[config.mk]
export PLATFORM = sky130hd
export DESIGN_NAME = pc_stack_unit
export DESIGN_NICKNAME = d
export VERILOG_FILES = /design/src/rtl/pc_stack_unit.sv
export SDC_FILE = /design/constraint.sdc
export NUM_CORES = 1
export LEC_CHECK = 0
export CAP_MARGIN = 20
export CORE_ASPECT_RATIO = 1.2
export CORE_UTILIZATION = 45
export DETAILED_ROUTE_END_ITERATION = 16
export SLEW_MARGIN = 20
export SYNTH_ARGS = -nofsm -noshare
export SYNTH_HDL_FRONTEND = slang
export SYNTH_SLANG_ARGS = --single-unit
[constraint.sdc]
create_clock -name clock -period 4.5 [get_ports clock]
set_clock_uncertainty 0.15 [all_clocks]
set_input_delay 0.9 -clock clock [delete_from_list [all_inputs] [get_ports clock]]
set_output_delay 0.9 -clock clock [all_outputs]
set_load 0.05 [all_outputs]
[src/rtl/pc_stack_unit.sv]
// Program-counter unit with sequencing modes, a hardware return-address stack
// and single-level interrupt entry/exit.
module pc_stack_unit #(
   parameter int ADDR_WIDTH   = 10,
   parameter int RESET_VECTOR = 256,
   parameter int IRQ_VECTOR   = 4,
   parameter int STACK_DEPTH  = 8
) (
   input  logic                         clock,
   input  logic                         resetCPU_n,
   input  logic [ADDR_WIDTH-1:0]        address,
   input  logic                         zero,
   input  logic                         negative,
   input  logic                         bzero,
   input  logic                         bnegative,
   input  logic                         jump,
   input  logic                         call,
   input  logic                         ret,
   input  logic                         reti,
   input  logic                         HLT,
   input  logic                         irq_req,
   output logic [ADDR_WIDTH-1:0]        programCounter,
   output logic                         irq_ack,
   output logic                         in_isr,
   output logic [$clog2(STACK_DEPTH):0] stack_level,
   output logic                         stack_overflow,
   output logic                         stack_underflow
);

   localparam int PTR_W = $clog2(STACK_DEPTH);
   localparam int LVL_W = PTR_W + 1;
   localparam logic [LVL_W-1:0]      FULL_LVL  = LVL_W'(STACK_DEPTH);
   localparam logic [ADDR_WIDTH-1:0] RST_PC    = ADDR_WIDTH'(RESET_VECTOR);
   localparam logic [ADDR_WIDTH-1:0] IRQ_PC    = ADDR_WIDTH'(IRQ_VECTOR);

   // Sequential target when no stack operation or halt applies.
   function automatic logic [ADDR_WIDTH-1:0] seq_target(
      input logic [ADDR_WIDTH-1:0] pc_inc,
      input logic [ADDR_WIDTH-1:0] addr,
      input logic                  jmp,
      input logic                  sel
   );
      logic [ADDR_WIDTH-1:0] tgt;
      if (jmp) begin
         tgt = addr;
      end else if (sel) begin
         tgt = pc_inc + addr;
      end else begin
         tgt = pc_inc;
      end
      return tgt;
   endfunction

   logic [ADDR_WIDTH-1:0] pc_r;
   logic [ADDR_WIDTH-1:0] stack_mem_r [STACK_DEPTH];
   logic [LVL_W-1:0]      level_r;
   logic                  in_isr_r;
   logic                  irq_ack_r;
   logic                  ovf_r;
   logic                  unf_r;

   logic [ADDR_WIDTH-1:0] pc_inc_s;
   logic [ADDR_WIDTH-1:0] seq_pc_s;
   logic [ADDR_WIDTH-1:0] next_pc_s;
   logic [ADDR_WIDTH-1:0] push_data_s;
   logic [PTR_W-1:0]      wr_ptr_s;
   logic [PTR_W-1:0]      rd_ptr_s;
   logic                  select_s;
   logic                  full_s;
   logic                  empty_s;
   logic                  irq_take_s;
   logic                  push_s;
   logic                  pop_s;
   logic                  set_ovf_s;
   logic                  set_unf_s;
   logic                  clr_isr_s;

   assign pc_inc_s   = pc_r + ADDR_WIDTH'(1);
   assign select_s   = (bzero & zero) | (bnegative & negative);
   assign seq_pc_s   = seq_target(pc_inc_s, address, jump, select_s);
   assign full_s     = (level_r == FULL_LVL);
   assign empty_s    = (level_r == LVL_W'(0));
   assign wr_ptr_s   = level_r[PTR_W-1:0];
   assign rd_ptr_s   = wr_ptr_s - PTR_W'(1);
   // A blocked request is simply re-evaluated next cycle; nothing is latched.
   assign irq_take_s = irq_req & ~in_isr_r & ~call & ~ret & ~reti & ~full_s;

   // Priority resolution of the next PC and stack operation.
   always_comb begin
      next_pc_s   = pc_inc_s;
      push_data_s = pc_inc_s;
      push_s      = 1'b0;
      pop_s       = 1'b0;
      set_ovf_s   = 1'b0;
      set_unf_s   = 1'b0;
      clr_isr_s   = 1'b0;
      if (irq_take_s) begin
         push_s      = 1'b1;
         push_data_s = HLT ? pc_inc_s : seq_pc_s;
         next_pc_s   = IRQ_PC;
      end else if (HLT) begin
         next_pc_s = pc_r;
      end else if (reti || ret) begin
         clr_isr_s = reti;
         if (!empty_s) begin
            pop_s     = 1'b1;
            next_pc_s = stack_mem_r[rd_ptr_s];
         end else begin
            set_unf_s = 1'b1;
         end
      end else if (call) begin
         if (!full_s) begin
            push_s    = 1'b1;
            next_pc_s = address;
         end else begin
            set_ovf_s = 1'b1;
         end
      end else begin
         next_pc_s = seq_pc_s;
      end
   end

   // Control state: PC, stack level, ISR flag, ack pulse and sticky errors.
   always_ff @(posedge clock or negedge resetCPU_n) begin
      if (!resetCPU_n) begin
         pc_r      <= RST_PC;
         level_r   <= LVL_W'(0);
         in_isr_r  <= 1'b0;
         irq_ack_r <= 1'b0;
         ovf_r     <= 1'b0;
         unf_r     <= 1'b0;
      end else begin
         pc_r      <= next_pc_s;
         irq_ack_r <= irq_take_s;
         ovf_r     <= ovf_r | set_ovf_s;
         unf_r     <= unf_r | set_unf_s;
         if (irq_take_s) begin
            in_isr_r <= 1'b1;
         end else if (clr_isr_s) begin
            in_isr_r <= 1'b0;
         end
         if (push_s) begin
            level_r <= level_r + LVL_W'(1);
         end else if (pop_s) begin
            level_r <= level_r - LVL_W'(1);
         end
      end
   end

   // Return-address storage; contents are meaningless after reset.
   always_ff @(posedge clock) begin
      if (resetCPU_n && push_s) begin
         stack_mem_r[wr_ptr_s] <= push_data_s;
      end
   end

   assign programCounter  = pc_r;
   assign irq_ack         = irq_ack_r;
   assign in_isr          = in_isr_r;
   assign stack_level     = level_r;
   assign stack_overflow  = ovf_r;
   assign stack_underflow = unf_r;

endmodule

==> flow_metrics.tcl, run 1 <==
set metrics [dict create \
    grt_use_total_pct 23.12 \
    setup-tns-final_ns 0 \
    die_h_um 118.7 \
    ctsHoldBuffers 0 \
    grt_max_degree 25 \
    synthFlopType "edfxtp_1" \
    hold_ws_ns 0.3213 \
    vdd_drop_max_v 0.0002646 \
    ys_types 62 \
    syn_nets 444 \
    met3WireLength_um 638 \
    cp_max_fo 9 \
    grt_pass1_wl_um 20020 \
    vias_per_cell 6.054 \
    yosysTopAreaCell "edfxtp_1" \
    crit_buf_inv 1 \
    die_w_um 99.25 \
    drv_cap 0 \
    antennaDiodeCount 0 \
    antenna_left 0 \
    dpl_cell_area_um2 5733 \
    worstPathRequired_ns 4.41 \
    cts.sinks 98 \
    crit_arrival_ns 3.58 \
    numPortBuffers 39 \
    p_per_area_nw_per_um2 693.8 \
    postCtsSetupRepairBufs 0 \
    crit_path_start "programCounter[0]$_DFFE_PN0P_" \
    synthesis.area_um2 5107 \
    grt_overflow 0 \
    setup_viol 0 \
    synth_adder_area_share_pct 3.969 \
    grt_pass1_vias 3650 \
    clk_pin_slew_ns 0.07 \
    hp-start "stack_overflow$_DFF_PN0_" \
    synth-warning-count 0 \
    cts.repair.resized 0 \
    synthXorXnorAreaFrac_pct 2.719 \
    worst_setup_path_start_kind "flop" \
    worstPathCellList "buf_4, ha_1, nand2_1, nor2_1, xnor2_1, ha_1, or4b_2, a21oi_1, o22ai_1, a21oi_1" \
    post_drt_wl_per_cell_um 21.08 \
    crit_family "simple AND/OR/NAND/NOR gates" \
    core.rowCount 42 \
    slew_violations 0 \
    synth_top_area_share_pct 47.04 \
    final_util_pct 54.61 \
    synthMuxAreaShare_pct 10.19 \
    syn_avg_cell_area_um2 12.55 \
    rsz0062_at_grt "false" \
    synth_compound_area_share_pct 13.87 \
    antenna_found_initial 0 \
    cts-root-buf "clkbuf_16" \
    nets 497 \
    syn_inst 407 \
    fin_crit_ns 3.667 \
    synth_most_common_cell "edfxtp_1" \
    num_vias 3614 \
    rr_startpoint "programCounter[0]$_DFFE_PN0P_" \
    routed_wl_um 12590 \
    cts.htree.levels 3 \
    synthTopCellsByCount "80 x edfxtp_1, 51 x nand2_1, 24 x a21oi_1" \
    route.met2.wl_um 6223 \
    worst_pin_slew_ns 0.9270 \
    synth_seq_cells 98 \
    fin_crit_sh_pct 81.50 \
    globalplace.congestion 0.8988 \
    stdcell_area_um2 6027 \
    wl_met1_um 5214 \
    async_reset_ff_share_pct 18.37 \
    fmax_mhz 272.7 \
    clock_latency_ns 0.34 \
    synth_area_leaders "edfxtp_1 47%, mux4_2 8.8%, dfrtp_1 8.3%" \
    layout-drive-gt1-share_pct 14.62 \
    hp-class "reg2reg" \
    status "completed" \
    p_leak_nw 2.193 \
    cts_tree "done" \
    drtIter0Drc 286 \
    io_pins 40 \
    start_util_pct 46.28 \
    slew_headroom_pct 37.97 \
    drc 0 \
    synthSimpleGateAreaFrac_pct 10.93 \
    dp.final_hpwl_um 8890 \
    synth_seq_area_share_pct 55.88 \
    slowest_stage "or4b_2" \
    first_pass_iters 4 \
    synth_edf_count 80 \
    slowest_delay_ns 0.68 \
    die-area_um2 11780 \
    top_layer "met4" \
    synth_top_family_by_area "compound AO/OA/AOI/OAI gates" \
    worstSetupEndpointType "flop" \
    hold_viol 0 \
    critPathKind "reg2reg" \
    areaGrowthSynthToFinish_pct 18.01 \
    clk_path_buf_depth 2 \
    cts-buffers-inserted 9 \
    core_area_um2 11040 \
]
-- report_power, final --
group / switching (mW) / internal [mW] / total [mW]
combinational: 1.26 / 0.835 / 2.10
clock: 0.324 / 0.432 / 0.756
sequential: 0.119 / 1.21 / 1.33
-- final timing paths --
kind	cells after the start	slack (ns)	to
max	10	0.83	stack_mem_r[7][6]$_DFFE_PP_
min	2	0.32	stack_overflow$_DFF_PN0_
max reg2reg	10	0.83	stack_mem_r[7][6]$_DFFE_PP_
min reg2reg	2	0.32	stack_overflow$_DFF_PN0_
max in group asynchronous	2	3.14	programCounter[8]$_DFFE_PN1P_
min in group asynchronous	2	0.77	stack_overflow$_DFF_PN0_
-- cell families after synthesis --
group	after synthesis
simple gates	117
compound gates	104
flops	98
buf+inv	31
mux	27
xor+xnor	15
fa+ha+maj	15
-- cell type report --
type	count	area, µm²
fillers	926	5009
flip-flops and latches	98	2854
multi-input cells	278	2128
repair buffers	57	525.5
clock buffers	10	229.0
well taps	132	165.2
clock inverters	6	65.06
inverters	16	60.06
-- registers in the layout, indices dropped and copies added (netlist names) --
signal,cells
programCounter,10
stack_underflow,1
irq_ack,1
stack_mem_r,80
in_isr,1
stack_level,4
stack_overflow,1
-- per-layer routing --
layer | track usage (%) | up-vias
li1 | - | 1682
met1 | 28.78 | 1757
met2 | 38.63 | 135
met3 | 4.258 | 40
met4 | 11.21 | 0
met5 | 0 | -
-- worst reg2reg max path, delay by kind of cell (launching register included) --
family	cells	cell delay [ns]
AND/OR/NAND/NOR	3	0.84
XOR/XNOR	1	0.39
adder cells (fa/ha/maj)	2	0.65
AO/OA/AOI/OAI	3	0.80
flip-flops	1	0.39
buffers and inverters	1	0.18
-- through the flow --
stage | power [mW] | std cells | setup slack [ns]
3_5_place_dp | 3.452 | 581 | 0.6034
2_1_floorplan | 2.849 | 407 | 0.9310
6_report | 4.181 | 597 | 0.8325
3_3_place_gp | 3.429 | 581 | 0.6656
4_1_cts | 4.215 | 597 | 0.8721
5_1_grt | 4.450 | 597 | 0.6548
-- cells in the final DEF, fill, tap and decap left out, types with 2 or more instances in the layout --
cell and n:
and3_1 3, o31ai_1 5, a22oi_1 4, a221oi_1 6, buf_4 18, dfrtp_1 17, mux4_2 20, clkbuf_16 9
fa_1 2, nor3_1 10, inv_1 15, o221ai_1 4, a211oi_1 2, o211ai_1 2, o21a_1 2, xnor2_1 10
nor2_1 23, nand2_1 51, a21oi_1 24, nand2b_1 3, clkdlybuf4s50_1 39, o2111ai_1 3, a21o_1 8, a31oi_2 2
edfxtp_1 80, xor2_1 4, a31oi_1 3, clkinv_4 2, ha_1 13, a22o_1 5, nand3_1 13, mux2i_1 7
or3_2 2, o21ai_0 21
No activity file was read; power rests on OpenSTA's default activity.
==> inputs of run 2 (changes only) <==
- clock period: 4.5 -> 3.4 ns (I/O delays scaled with it)
==> flow_metrics.tcl, run 2 (synthesized netlist as in run 1, its figures left out) <==
set metrics [dict create \
    status "completed" \
    fin_crit_sh_pct 94.29 \
    globalplace.congestion 0.9184 \
    clk_pin_slew_ns 0.07 \
    grt_pass1_vias 3796 \
    grt_overflow 0 \
    cts_tree "done" \
    areaGrowthSynthToFinish_pct 27.61 \
    dpl_worst_slack_ns -0.1960 \
    place_inst 631 \
    vias_per_cell 5.816 \
    first_pass_iters 4 \
    hold_ws_ns 0.3291 \
    route.met2.wl_um 6770 \
    die-area_um2 11780 \
    top_register "stack_mem_r" \
    clk_path_buf_depth 2 \
    worstPathRequired_ns 3.34 \
    num_vias 3769 \
    antenna_found_initial 0 \
    drc 0 \
    antenna_left 0 \
    antennaDiodeCount 0 \
    nFillCells 926 \
    dp.final_hpwl_um 9752 \
    vdd_drop_max_v 0.0003959 \
    start_util_pct 46.28 \
    stdcell_area_um2 6518 \
    worst_setup_path_start_kind "flop" \
    slew_violations 0 \
    drtIter0Drc 181 \
    cts.htree.levels 3 \
    die_h_um 118.7 \
    critPathKind "reg2reg" \
    wl_met1_um 5637 \
    setup_viol 0 \
    setup-tns-final_ns 0 \
    fin_crit_ns 3.206 \
    dpl_cell_area_um2 6137 \
    finalNonFillerCells 648 \
    grt_pass1_wl_um 21060 \
    crit_arrival_ns 3.15 \
    worst_pin_slew_ns 0.6050 \
    slew_headroom_pct 59.54 \
    cts.sinks 98 \
    top_layer "met4" \
    routed_wl_um 13690 \
    most-common-layout-cells "80 x edfxtp_1, 68 x buf_4, 51 x nand2_1, 39 x clkdlybuf4s50_1, 23 x nor2_1" \
    power_mw 6.195 \
    grt_use_total_pct 24.82 \
    drv_cap 0 \
    nets 548 \
    post_drt_wl_per_cell_um 21.13 \
    hold_viol 0 \
    grt_max_degree 25 \
    io_pins 40 \
    die_w_um 99.25 \
    met3WireLength_um 710 \
    core.rowCount 42 \
    worstSetupEndpointType "flop" \
    p_per_area_nw_per_um2 950.5 \
    cts-buffers-inserted 9 \
    setup_ws_ns 0.1941 \
    core_area_um2 11040 \
    final_util_pct 59.06 \
    p_leak_nw 2.470 \
    fmax_mhz 311.9 \
    cts-root-buf "clkbuf_16" \
    numPortBuffers 39 \
    clock_latency_ns 0.34 \
    rsz0062_at_grt "false" \
    cp_max_fo 8 \
    layout_commonest_cell "edfxtp_1" \
    layout-drive-gt1-share_pct 25.00 \
    largest_register_ffs 80 \
    hp-class "reg2reg" \
]
run 2: routing by layer:
metal,track usage [%],vias up
met5,0,-
met3,4.080,30
li1,-,1779
met1,30.70,1837
met4,12.78,0
met2,41.71,123
run 2: report_power, final:
group | total (mW) | leakage, nW | switching (mW) | internal (mW)
clock | 1.19 | 0.169 | 0.459 | 0.728
combinational | 3.27 | 1.37 | 1.83 | 1.44
sequential | 1.74 | 0.933 | 0.137 | 1.60
total | 6.19 | 2.47 | 2.43 | 3.76
run 2: final timing paths:
check	from	depth (start not counted)	slack, ns	endpoint
worst max-delay path	programCounter[2]$_DFFE_PN0P_	11	0.19	stack_mem_r[4][8]$_DFFE_PP_
worst min-delay path	stack_overflow$_DFF_PN0_	2	0.33	stack_overflow$_DFF_PN0_
worst max register to register	programCounter[2]$_DFFE_PN0P_	11	0.19	stack_mem_r[4][8]$_DFFE_PP_
worst min register to register	stack_overflow$_DFF_PN0_	2	0.33	stack_overflow$_DFF_PN0_
max in group asynchronous	resetCPU_n	2	2.13	programCounter[8]$_DFFE_PN1P_
min in group asynchronous	resetCPU_n	2	0.69	stack_overflow$_DFF_PN0_
run 2: worst max-delay path, cell delays in order, from the launching register on:
cell and delay, ns:
dfrtp_2 0.45, nand3_4 0.12, or3_2 0.47, xor2_1 0.23, inv_2 0.06, ha_1 0.33
a21o_1 0.19, o32a_1 0.31, and3_1 0.19, nor3_1 0.21, a21oi_2 0.08, buf_4 0.17
run 2: what timing repair did:
action | 4_1_cts | 5_1_grt
hold buffers | 0 | 0
endpoints found under the setup margin | 16 | 32
gates resized for setup | 2 | 4
setup buffers | 0 | 1
pin swaps | 0 | 2
endpoints found under the hold margin | 0 | 0
run 2: cell type report:
class                   instances  area [µm²]  share of cell area [%]
flip-flops and latches         98        2856                   43.83
multi-input cells             278        2165                   33.21
repair buffers                108       920.9                   14.13
clock buffers                   9       225.2                   3.456
well taps                     132       165.2                   2.534
clock inverters                 7       125.1                   1.920
inverters                      16       60.06                  0.9215
